<file path="src/rtl/universal_shift_register.sv">
// WIDTH-bit universal shift register: hold, logical/arithmetic shifts, rotates,
// parallel load and clear, with a saturating count of serial shifts since the last load.
module universal_shift_register #(
  parameter  int WIDTH = 8,
  localparam int CW    = $clog2(WIDTH + 1)
) (
  input  logic             clk,
  input  logic             rst,
  input  logic             en,
  input  logic [2:0]       mode,
  input  logic [WIDTH-1:0] d,
  input  logic             sin_r,
  input  logic             sin_l,
  output logic [WIDTH-1:0] q,
  output logic             sout_r,
  output logic             sout_l,
  output logic [CW-1:0]    shift_cnt,
  output logic             drained
);

  typedef enum logic [2:0] {
    MODE_HOLD = 3'b000,
    MODE_SHR  = 3'b001,
    MODE_SHL  = 3'b010,
    MODE_ROR  = 3'b011,
    MODE_ROL  = 3'b100,
    MODE_LOAD = 3'b101,
    MODE_ASR  = 3'b110,
    MODE_CLR  = 3'b111
  } mode_e;

  localparam logic [CW-1:0] CNT_MAX = CW'(WIDTH);

  logic [WIDTH-1:0] q_q, q_d;
  logic [CW-1:0]    cnt_q, cnt_d;
  logic             drained_q, drained_d;
  logic             cnt_inc;

  always_comb begin
    // NOTE: every signal written here gets a default first so no path leaves it unassigned (no latch).
    q_d     = q_q;
    cnt_d   = cnt_q;
    cnt_inc = 1'b0;

    if (en) begin
      case (mode_e'(mode))
        MODE_HOLD: q_d = q_q;
        MODE_SHR: begin
          q_d     = {sin_r, q_q[WIDTH-1:1]};
          cnt_inc = 1'b1;
        end
        MODE_SHL: begin
          q_d     = {q_q[WIDTH-2:0], sin_l};
          cnt_inc = 1'b1;
        end
        MODE_ROR: q_d = {q_q[0], q_q[WIDTH-1:1]};
        MODE_ROL: q_d = {q_q[WIDTH-2:0], q_q[WIDTH-1]};
        MODE_LOAD: begin
          q_d   = d;
          cnt_d = '0;
        end
        MODE_ASR: begin
          q_d     = {q_q[WIDTH-1], q_q[WIDTH-1:1]};
          cnt_inc = 1'b1;
        end
        MODE_CLR: begin
          q_d   = '0;
          cnt_d = '0;
        end
        default: q_d = q_q;
      endcase
    end

    // Data keeps moving past WIDTH shifts; only the count stops.
    if (cnt_inc && (cnt_q != CNT_MAX)) begin
      cnt_d = cnt_q + CW'(1);
    end

    drained_d = (cnt_d == CNT_MAX);
  end

  always_ff @(posedge clk) begin
    // NOTE: state registers use non-blocking assignments so all of them see pre-edge values.
    if (rst) begin
      q_q       <= '0;
      cnt_q     <= '0;
      drained_q <= 1'b0;
    end else begin
      q_q       <= q_d;
      cnt_q     <= cnt_d;
      drained_q <= drained_d;
    end
  end

  assign q         = q_q;
  assign shift_cnt = cnt_q;
  assign drained   = drained_q;
  assign sout_r    = q_q[0];
  assign sout_l    = q_q[WIDTH-1];

endmodule

</file>
<file path="config.mk">
export PLATFORM = sky130hd
export DESIGN_NAME = universal_shift_register
export DESIGN_NICKNAME = d
export VERILOG_FILES = /design/src/rtl/universal_shift_register.sv
export SDC_FILE = /design/constraint.sdc
export NUM_CORES = 1
export LEC_CHECK = 0
export CELL_PAD_IN_SITES_DETAIL_PLACEMENT = 1
export CELL_PAD_IN_SITES_GLOBAL_PLACEMENT = 2
export CORE_ASPECT_RATIO = 2
export CORE_MARGIN = 2
export CORE_UTILIZATION = 26
export DETAILED_ROUTE_END_ITERATION = 10
export GPL_ROUTABILITY_DRIVEN = 0
export GPL_TIMING_DRIVEN = 1
export PLACE_DENSITY_LB_ADDON = 0.15
export RECOVER_POWER = 25
export SYNTH_ARGS = -nofsm -noshare
export SYNTH_HDL_FRONTEND = slang
export SYNTH_SLANG_ARGS = --single-unit
export TNS_END_PERCENT = 5
</file>
<file path="constraint.sdc">
create_clock -name clk -period 3.5 [get_ports clk]
set_input_delay 0.525 -clock clk [delete_from_list [all_inputs] [get_ports clk]]
set_output_delay 0.525 -clock clk [all_outputs]
set_load 0.005 [all_outputs]
</file>
# ---- Word-level counts from Yosys, hierarchy flattened
# Index checks and enable logic that the tools add are counted.
dict set report word_totals {
  reg_bits 13
  input_bits 16
  out_inout_bits 15
  word_cells 28
}
dict set report op_classes {
  addsub 1
  eq_ne 9
  muxes 6
  bitwise 2
  n_reduce_logical 6
}
# cell n
set ops {}
lappend ops {{8-bit case mux with 7 select lines} 1}
lappend ops {{3-bit == test, second input constant} 4}
lappend ops {{4-bit 2-to-1 mux} 3}
lappend ops {{3-bit by 2-bit == test with 1-bit output, second input constant} 2}
lappend ops {{4-bit by 1-bit adder with 4-bit output, second input constant} 1}
lappend ops {{4-bit == test, second input constant} 1}
lappend ops {{4-bit inequality test, second input constant} 1}
lappend ops {{3-bit by 1-bit == test with 1-bit output, second input constant} 1}
lappend ops {{3-bit zero test} 1}
lappend ops {{3-bit AND reduction} 1}
lappend ops {{3-bit OR reduction} 1}
lappend ops {{1-bit 2-to-1 mux} 2}
lappend ops {{1-bit NOT} 2}
lappend ops {{2-bit AND reduction} 1}
lappend ops {{2-bit OR reduction} 1}
lappend ops {{1-bit logical AND} 1}

# ---- Longest topological paths before layout
# Gate-level depths: netlist of run 1.
dict set report logic_depth {
  depth_word 7
  ltp_mapped 6
  ltp_nobuf 6
}

# ---- Least setup slack after synthesis of run 1
# No wires, ideal clock.
dict set report synth_timing {
  path_type {input -> register}
  from {input mode[1]}
  to {register drained_q (netlist: drained)}
  t_arrival_ns 1.578
  required_time_ns 3.412
  path_slack_ns 1.834
  cell_stages 5
  path_cell_list {buf_4 nor3b_4 o211ai_4 mux2_4 nor4_2}
}
dict set report synth_via {
  elab_chain_len 7
}
# element line_no
set synth_rtl {}
lappend synth_rtl {{start: declaration} 10} ;# input logic [2:0] mode,
lappend synth_rtl {{3-bit == test (tied with other cells)} 46} ;# case (mode_e'(mode))
lappend synth_rtl {{3-bit OR reduction (no line)} -}
lappend synth_rtl {{1-bit 2-to-1 mux} 46}
lappend synth_rtl {{1-bit 2-to-1 mux} 45} ;# if (en) begin
lappend synth_rtl {{1-bit logical AND} 75} ;# if (cnt_inc && (cnt_q != CNT_MAX)) begin
lappend synth_rtl {{4-bit 2-to-1 mux (*)} 75}
lappend synth_rtl {{4-bit == test (*)} 79} ;# drained_d = (cnt_d == CNT_MAX);
lappend synth_rtl {{end signal: assignment} 91} ;# drained_q <= drained_d;
lappend synth_rtl {{end: declaration} 36} ;# logic drained_q, drained_d;
# Mark *: on every way between the ends. The rest lies on a longest branch, timed or not.
# A chain may end at the register's enable or synchronous reset.

# ---- Worst setup path in the final report of run 1
dict set report layout_timing {
  from {input mode[2]}
  to {register q_q[3] (netlist: q[3])}
}
dict set report layout_via {
  elab_chain_len 3
}
# element line_no
set layout_rtl {}
lappend layout_rtl {{branches (longest 3 deep; another with 8-bit case mux with 7 select lines)} -}
lappend layout_rtl {{end signal: assignment} 89} ;# q_q <= q_d;
lappend layout_rtl {{end: declaration} 34} ;# logic [WIDTH-1:0] q_q, q_d;
# Several ways; the timed one is not identified.

==> impl_table.tex, run 1 <==
\begin{tabular}{lr}
\hline
Metric & Value \\
\hline
\multicolumn{2}{l}{\textbf{Outcome}} \\
Result of the run & complete, no violations \\
\multicolumn{2}{l}{\textbf{GRT}} \\
Most heavily used metal layer in global routing & met2 \\
Combined global-route utilization of all metal layers & 0.161 \\
GR met3 Demand/Resource & 0.0232 \\
First-pass GRT wire length & around 4600 um \\
Pin count of the biggest net entering global routing & 17 \\
Antenna violations before repair & 0 \\
Residual overflow from global routing & 0 \\
Met1 Track Usage GR & 0.158 \\
Vias in the first global route & roughly 970 \\
Met2 demand-to-capacity share in global routing & 0.320 \\
\multicolumn{2}{l}{\textbf{Drt}} \\
Count of nets left with antenna violations after detail routing & 0 \\
Avg WL per Cell & around 18 um \\
Vias & around 880 \\
Total detailed-routing wirelength & between 2000 and 3000 um \\
DRC marker count from the first detailed-route iteration & 8 \\
Number of remaining DRC errors & 0 \\
Average vias per placed instance & between 5 and 6 \\
TritonRoute pass-1 iters & 3 \\
\multicolumn{2}{l}{\textbf{Worst hold path}} \\
Startpoint of the most critical hold path & q[7]\$\_SDFFE\_PP0P\_ \\
Min-delay worst type & reg2reg \\
Hold Path Stages & 2 \\
\multicolumn{2}{l}{\textbf{Yosys}} \\
Area share of fa/ha/maj cells after synthesis & 0.0289 \\
Complex-gate fraction of the synthesized area & 0.257 \\
Mean instance size in the synthesized netlist & around 8.5 um\^{}2 \\
Xor-xnor portion of the synthesized cell area & 0.0202 \\
Combinational family with the most area after synthesis & simple AND/OR/NAND/NOR gates \\
Area fraction in and, or, nand and nor cells after synthesis & 0.272 \\
Synthesized instance count & 102 \\
Net Count, Synth & between 100 and 150 \\
Mux cell area share after synthesis & 0.0636 \\
Fraction of the yosys area taken by sequential cells & 0.301 \\
Count of state elements after synthesis & 13 \\
Post-synthesis cell type count & 33 \\
YS warnings & 0 \\
Post-Synthesis Cell Area & 866 um\^{}2 \\
\multicolumn{2}{l}{\textbf{CTS}} \\
Count of instances resized after the clock tree is built & 0 \\
H-Tree Depth & 1 \\
CTS hold repair buffers & 0 \\
Clock input transition at the sequential cells of the worst setup and hold paths & about 0.06 ns \\
Clock root buffer & sky130\_fd\_sc\_hd\_\_clkbuf\_8 \\
Number of buffers added for setup after CTS & 0 \\
CTS tree & yes \\
Cts bufs inserted & 3 \\
Sinks on Clock Net & 13 \\
Clock latency at the later pin of the worst-skew pair & 0.24 ns \\
Worst-case clock buffer depth & 2 \\
\multicolumn{2}{l}{\textbf{Floorplanning}} \\
I/O pin total & 31 \\
Starting density of the core & 0.271 \\
Core region area & $\sim$3200 um\^{}2 \\
Core Rows & 29 \\
Total Die Area & 3840 um\^{}2 \\
Width of the die & 44.8 um \\
Overall die height & 85.6 um \\
\multicolumn{2}{l}{\textbf{Timing}} \\
Final critical-path required period & between 2 and 2.5 ns \\
Final max-slew violation count & 0 \\
Fraction of the cycle the final worst path needs & 0.682 \\
Highest Clock Rate & $\sim$420 MHz \\
Setup Skew & approximately 0.0015 ns \\
Summed negative setup slack over all endpoints & 0 ns \\
RSZ-0062 raised after global routing & no \\
Max\_slew headroom & 0.615 \\
Worst Tran Pin Value & 0.561 ns \\
Total count of hold-check failures in the final report & 0 \\
Endpoints failing setup & 0 \\
\multicolumn{2}{l}{\textbf{Worst setup path}} \\
Data required time at the worst endpoint & 3.65 ns \\
Maximum fanout count along the critical path & 13 \\
Worst EP arrival & about 2.5 ns \\
Kind of critical path & in2reg \\
CP Launch Point & mode[2] \\
Length in cells of the worst reg-to-reg path & 6 \\
Internal reg-to-reg setup slack & 1.76 ns \\
Critical path launch point type & input pin \\
CP Capture Type & register \\
RR Startpoint & shift\_cnt[0]\$\_SDFF\_PP0\_ \\
\multicolumn{2}{l}{\textbf{Cells and area}} \\
Number of filler instances in the final layout & $\sim$400 \\
Number of nets at the end of the flow & 148 \\
Footprint of the multi-input gates & approximately 560 um\^{}2 \\
Count of inserted antenna diode cells & 0 \\
Flip-flop and latch area & approximately 260 um\^{}2 \\
Area delta synth->final & 39.9\% \\
Share of post-route cells with drive strength above 1 & 0.101 \\
\multicolumn{2}{l}{\textbf{Power and ir drop}} \\
Design Power & 0.000398 W \\
Leakage dissipation & around 0.45 nW \\
Power density cells & roughly 330 nW/um\^{}2 \\
Combinational share of power & 0.236 \\
Switching power & approximately 0.00011 W \\
Switching power as a share of total power & 0.279 \\
Internal Power & between 0.0002 and 0.0003 W \\
Flop pwr share & 0.417 \\
Clock share of power & 0.346 \\
Max rail drop VDD & around 0.16 mV \\
\multicolumn{2}{l}{\textbf{Placement}} \\
Number of port buffers & 30 \\
Half-perimeter wire length of the detailed placement result & roughly 2200 um \\
\multicolumn{2}{l}{\textbf{Run}} \\
Number of max-cap violations & 0 \\
\hline
\end{tabular}
==> synth_stat cells, drive strengths merged <==
master,count,share of area
nor2b,3,0.022
inv,3,0.013
ha,2,0.029
dfxtp,13,0.30
a21oi,9,0.052
a221oi,6,0.061
nand2b,1,0.0072
nand3,4,0.023
o211ai,1,0.025
a2111oi,1,0.010
buf,4,0.032
a211oi,7,0.061
or3,1,0.0072
or2,6,0.043
clkbuf,3,0.013
mux2,1,0.017
o21ai,3,0.017
o2111ai,2,0.020
xor2,2,0.020
mux2i,4,0.046
nor3b,3,0.039
nand2,4,0.017
nor3,2,0.012
and2b,1,0.0087
nor2,11,0.051
and3b,1,0.010
nor4,1,0.014
nand3b,2,0.017
o311a,1,0.012
==> worst max-delay path: stages <==
cell,delay [ns]
sky130_fd_sc_hd__clkdlybuf4s50_1,0.79
sky130_fd_sc_hd__nand2_1,0.28
sky130_fd_sc_hd__mux2i_1,0.51
sky130_fd_sc_hd__a221oi_1,0.19
sky130_fd_sc_hd__a211oi_1,0.24
==> per-layer routing <==
metal  part of all wire  routed length [um]  up-vias
met5                  0                   0        -
met4             0.0059                  17        0
met3              0.029                  84        2
met2               0.61                1730       17
met1               0.36                1020      425
li1                   -                   -      434
==> flip-flops by register name, summed over array words and instances (netlist names) <==
| register | cells |
|---|---|
| drained | 1 |
| q | 8 |
| shift_cnt | 4 |
==> cell usage in the layout (no fill, tap or decap), drive strengths merged <==
cell           Yosys  final
o21ai              3      3
nor2              11     11
a2111oi            1      1
or2                6      6
o211ai             1      1
clkdlybuf4s50      0     23
o311a              1      1
nand2              4      4
o2111ai            2      2
nand3              4      4
or3                1      1
inv                3      3
and2b              1      1
nor3               2      2
xor2               2      2
nor3b              3      3
dlygate4sd3        0      7
nand3b             2      2
clkbuf             3      4
and3b              1      1
nor4               1      1
mux2               1      1
a211oi             7      7
a221oi             6      6
nor2b              3      3
ha                 2      2
nand2b             1      1
a21oi              9      9
mux2i              4      4
dfxtp             13     13
==> worst paths after layout <==
kind / endpoint
setup / recovery: q[3]$_SDFFE_PP0P_
hold / removal: q[7]$_SDFFE_PP0P_
setup reg to reg: drained$_SDFF_PP0_
hold reg to reg: q[7]$_SDFFE_PP0P_
==> power by group through the flow <==
stage / sequential [W] / combinational, W / clock, W
finish: 0.000166 / 0.0000940 / 0.000138
global route: 0.000167 / 0.000104 / 0.000154
CTS: 0.000166 / 0.0000970 / 0.000144
detailed placement: 0.000170 / 0.0000965 / 0
global placement: 0.000169 / 0.0000952 / 0
floorplan: 0.000167 / 0.0000490 / 0
==> through the flow <==
step | worst slack, ns | util | instance area [um^2] | cells | hold slack, ns
finish | 1.11 | 0.379 | 1210 | 160 | 0.543
floorplan | 1.83 | - | 866 | 102 | 0.490
CTS | 1.06 | 0.379 | 1210 | 160 | 0.556
detailed placement | 0.800 | 0.365 | 1170 | 156 | 0.547
global placement | 0.892 | 0.365 | 1170 | 156 | 0.534
global route | 0.924 | 0.379 | 1210 | 160 | 0.576
==> cell families after synthesis <==
| logic type | after synthesis |
|---|---|
| simple gates | 40 |
| compound gates | 30 |
| flops | 13 |
| buf+inv | 10 |
| mux | 5 |
| xor+xnor | 2 |
| fa+ha+maj | 2 |
==> area by class of cell <==
class                      instances  area share
multi-input combinational         79       0.459
timing repair buffer              30       0.248
sequential                        13       0.215
clock buffer                       4      0.0372
tap                               31      0.0320
inverter                           3     0.00930
No activity file was read; power rests on OpenSTA's default activity.
==> run 2, diff against run 1 <==
--- a/config.mk
+++ b/config.mk
@@ -9,7 +9,7 @@
 export CELL_PAD_IN_SITES_GLOBAL_PLACEMENT = 2
 export CORE_ASPECT_RATIO = 2
 export CORE_MARGIN = 2
-export CORE_UTILIZATION = 26
+export CORE_UTILIZATION = 24
 export DETAILED_ROUTE_END_ITERATION = 10
 export GPL_ROUTABILITY_DRIVEN = 0
 export GPL_TIMING_DRIVEN = 1
==> constraint.sdc (replaced) <==
create_clock -name clk -period 2.5 [get_ports clk]
set_input_delay 0.375 -clock clk [delete_from_list [all_inputs] [get_ports clk]]
set_output_delay 0.375 -clock clk [all_outputs]
set_load 0.005 [all_outputs]
==> impl_table.tex, run 2 (synthesis gave the netlist of run 1 again) <==
\begin{tabular}{lr}
\hline
Metric & Value \\
\hline
\multicolumn{2}{l}{\textbf{Timing}} \\
Fraction of the cycle the final worst path needs & 0.846 \\
Summed negative setup slack over all endpoints & 0 ns \\
Highest Clock Rate & approximately 470 MHz \\
Endpoints failing setup & 0 \\
Worst Tran Pin Value & 0.557 ns \\
Final critical-path required period & 2.11 ns \\
Setup Skew & roughly 0.0074 ns \\
Total count of hold-check failures in the final report & 0 \\
Max\_slew headroom & 0.619 \\
Crit path setup slack, layout & 0.385 ns \\
Worst hold slack after final layout & about 0.53 ns \\
Final max-slew violation count & 0 \\
RSZ-0062 raised after global routing & no \\
\multicolumn{2}{l}{\textbf{GRT}} \\
Residual overflow from global routing & 0 \\
Combined global-route utilization of all metal layers & 0.156 \\
Pin count of the biggest net entering global routing & 14 \\
First-pass GRT wire length & between 4000 and 5000 um \\
Vias in the first global route & 957 \\
Antenna violations before repair & 0 \\
\multicolumn{2}{l}{\textbf{Worst setup path}} \\
Crit path buffers/inverters & 2 \\
CP Cell Sequence & clkdlybuf4s50\_1, mux2i\_1, a211oi\_1, a2111oi\_0, buf\_4, nor3\_1 \\
CP Capture Type & register \\
Top Family by Delay on Critical Path & buffers and inverters \\
Maximum single-stage delay on the critical path & between 0.7 and 0.8 ns \\
Critical path launch point type & input pin \\
Kind of critical path & in2reg \\
CP Launch Point & mode[2] \\
Data required time at the worst endpoint & around 2.6 ns \\
RR Startpoint & shift\_cnt[0]\$\_SDFF\_PP0\_ \\
Maximum fanout count along the critical path & 12 \\
Cell with the largest stage delay on the worst path & sky130\_fd\_sc\_hd\_\_clkdlybuf4s50\_1 \\
Worst EP arrival & about 2.2 ns \\
\multicolumn{2}{l}{\textbf{Floorplanning}} \\
Core region area & between 3000 and 4000 um\^{}2 \\
Overall die height & slightly below 90 um \\
I/O pin total & 31 \\
Width of the die & around 46 um \\
Core Rows & 30 \\
Starting density of the core & 0.253 \\
Total Die Area & 4130 um\^{}2 \\
\multicolumn{2}{l}{\textbf{Cells and area}} \\
Number of filler instances in the final layout & roughly 400 \\
Commonest non-fill, non-tap cells in the layout & sky130\_fd\_sc\_hd\_\_clkdlybuf4s50\_1, sky130\_fd\_sc\_hd\_\_dfxtp\_1, sky130\_fd\_sc\_hd\_\_nor2\_1 \\
Count of inserted antenna diode cells & 0 \\
Number of nets at the end of the flow & 156 \\
Share of post-route cells with drive strength above 1 & 0.153 \\
Flip-flop and latch area & around 260 um\^{}2 \\
Max reg flops & 8 \\
Most common cell after layout, fill and taps aside & sky130\_fd\_sc\_hd\_\_clkdlybuf4s50\_1 \\
Footprint of the multi-input gates & about 560 um\^{}2 \\
Area delta synth->final & 49.3\% \\
\multicolumn{2}{l}{\textbf{CTS}} \\
Clock root buffer & sky130\_fd\_sc\_hd\_\_clkbuf\_8 \\
Worst-case clock buffer depth & 2 \\
Clock input transition at the sequential cells of the worst setup and hold paths & 0.05 ns \\
CTS hold repair buffers & 0 \\
Number of buffers added for setup after CTS & 0 \\
Sinks on Clock Net & 13 \\
CTS tree & yes \\
Clock latency at the later pin of the worst-skew pair & $\sim$0.24 ns \\
H-Tree Depth & 1 \\
Count of instances resized after the clock tree is built & 0 \\
Cts bufs inserted & 3 \\
\multicolumn{2}{l}{\textbf{Power and ir drop}} \\
Design Power & approximately 0.00056 W \\
Power density cells & 437 nW/um\^{}2 \\
Max rail drop VDD & around 0.22 mV \\
Leakage dissipation & 0.491 nW \\
\multicolumn{2}{l}{\textbf{Placement}} \\
Post-Place Setup Slack & 0.0634 ns \\
Number of port buffers & 30 \\
Half-perimeter wire length of the detailed placement result & 2240 um \\
\multicolumn{2}{l}{\textbf{Drt}} \\
Number of remaining DRC errors & 0 \\
Vias & roughly 920 \\
DRC marker count from the first detailed-route iteration & 8 \\
TritonRoute pass-1 iters & 2 \\
Avg WL per Cell & 15.2 um \\
Total detailed-routing wirelength & about 2800 um \\
Count of nets left with antenna violations after detail routing & 0 \\
Average vias per placed instance & slightly below 5 \\
\multicolumn{2}{l}{\textbf{Worst hold path}} \\
Min-delay worst type & reg2reg \\
Startpoint of the most critical hold path & q[7]\$\_SDFFE\_PP0P\_ \\
\multicolumn{2}{l}{\textbf{Run}} \\
Number of max-cap violations & 0 \\
\multicolumn{2}{l}{\textbf{Outcome}} \\
Result of the run & complete, no violations \\
\hline
\end{tabular}
## run 2: cell types whose count changed in the layout (fill, tap and decap cells not counted)
cell	before	now
sky130_fd_sc_hd__buf_4	0	8
## run 2: final cells by class
| cell class | instances | area share |
|---|---|---|
| inverter | 3 | 0.00871 |
| tap | 48 | 0.0465 |
| multi-input combinational | 79 | 0.430 |
| sequential | 13 | 0.201 |
| clock buffer | 4 | 0.0348 |
| timing repair buffer | 38 | 0.279 |
## run 2: where the power goes
| group | total [W] | leakage (nW) | switching, W | internal [W] |
|---|---|---|---|---|
| Sequential | 0.000231 | 0.106 | 0.0000130 | 0.000218 |
| Combinational | 0.000142 | 0.362 | 0.0000623 | 0.0000795 |
| Clock | 0.000192 | 0.0228 | 0.0000794 | 0.000113 |
## run 2: metal layers
layer  vias up  global-route usage  routed length [um]
met3         6              0.0242                  83
met5         -                   0                   0
li1        446                   -                   -
met1       442               0.150                1000
met2        22               0.299                1650
met4         0              0.0701                  76
## run 2: through the flow
stage	std cells	area [um^2]	util
final	185	1290	0.378
after global routing	185	1290	0.378
after CTS	185	1290	0.378
after detailed placement	181	1250	0.365
after global placement	181	1250	0.365
after floorplan	102	866	-
## run 2: worst min-delay path: stages (launching register included)
cell and delay, ns:
sky130_fd_sc_hd__dfxtp_1 0.35, sky130_fd_sc_hd__nand2_1 0.07, sky130_fd_sc_hd__a21oi_1 0.06
## run 2: worst paths after layout
| kind | depth (start not counted) | slack [ns] | endpoint |
|---|---|---|---|
| max | 6 | 0.39 | q[0]$_SDFFE_PP0P_ |
| min | 2 | 0.53 | q[7]$_SDFFE_PP0P_ |
| max reg2reg | 6 | 0.79 | drained$_SDFF_PP0_ |
| min reg2reg | 2 | 0.53 | q[7]$_SDFFE_PP0P_ |
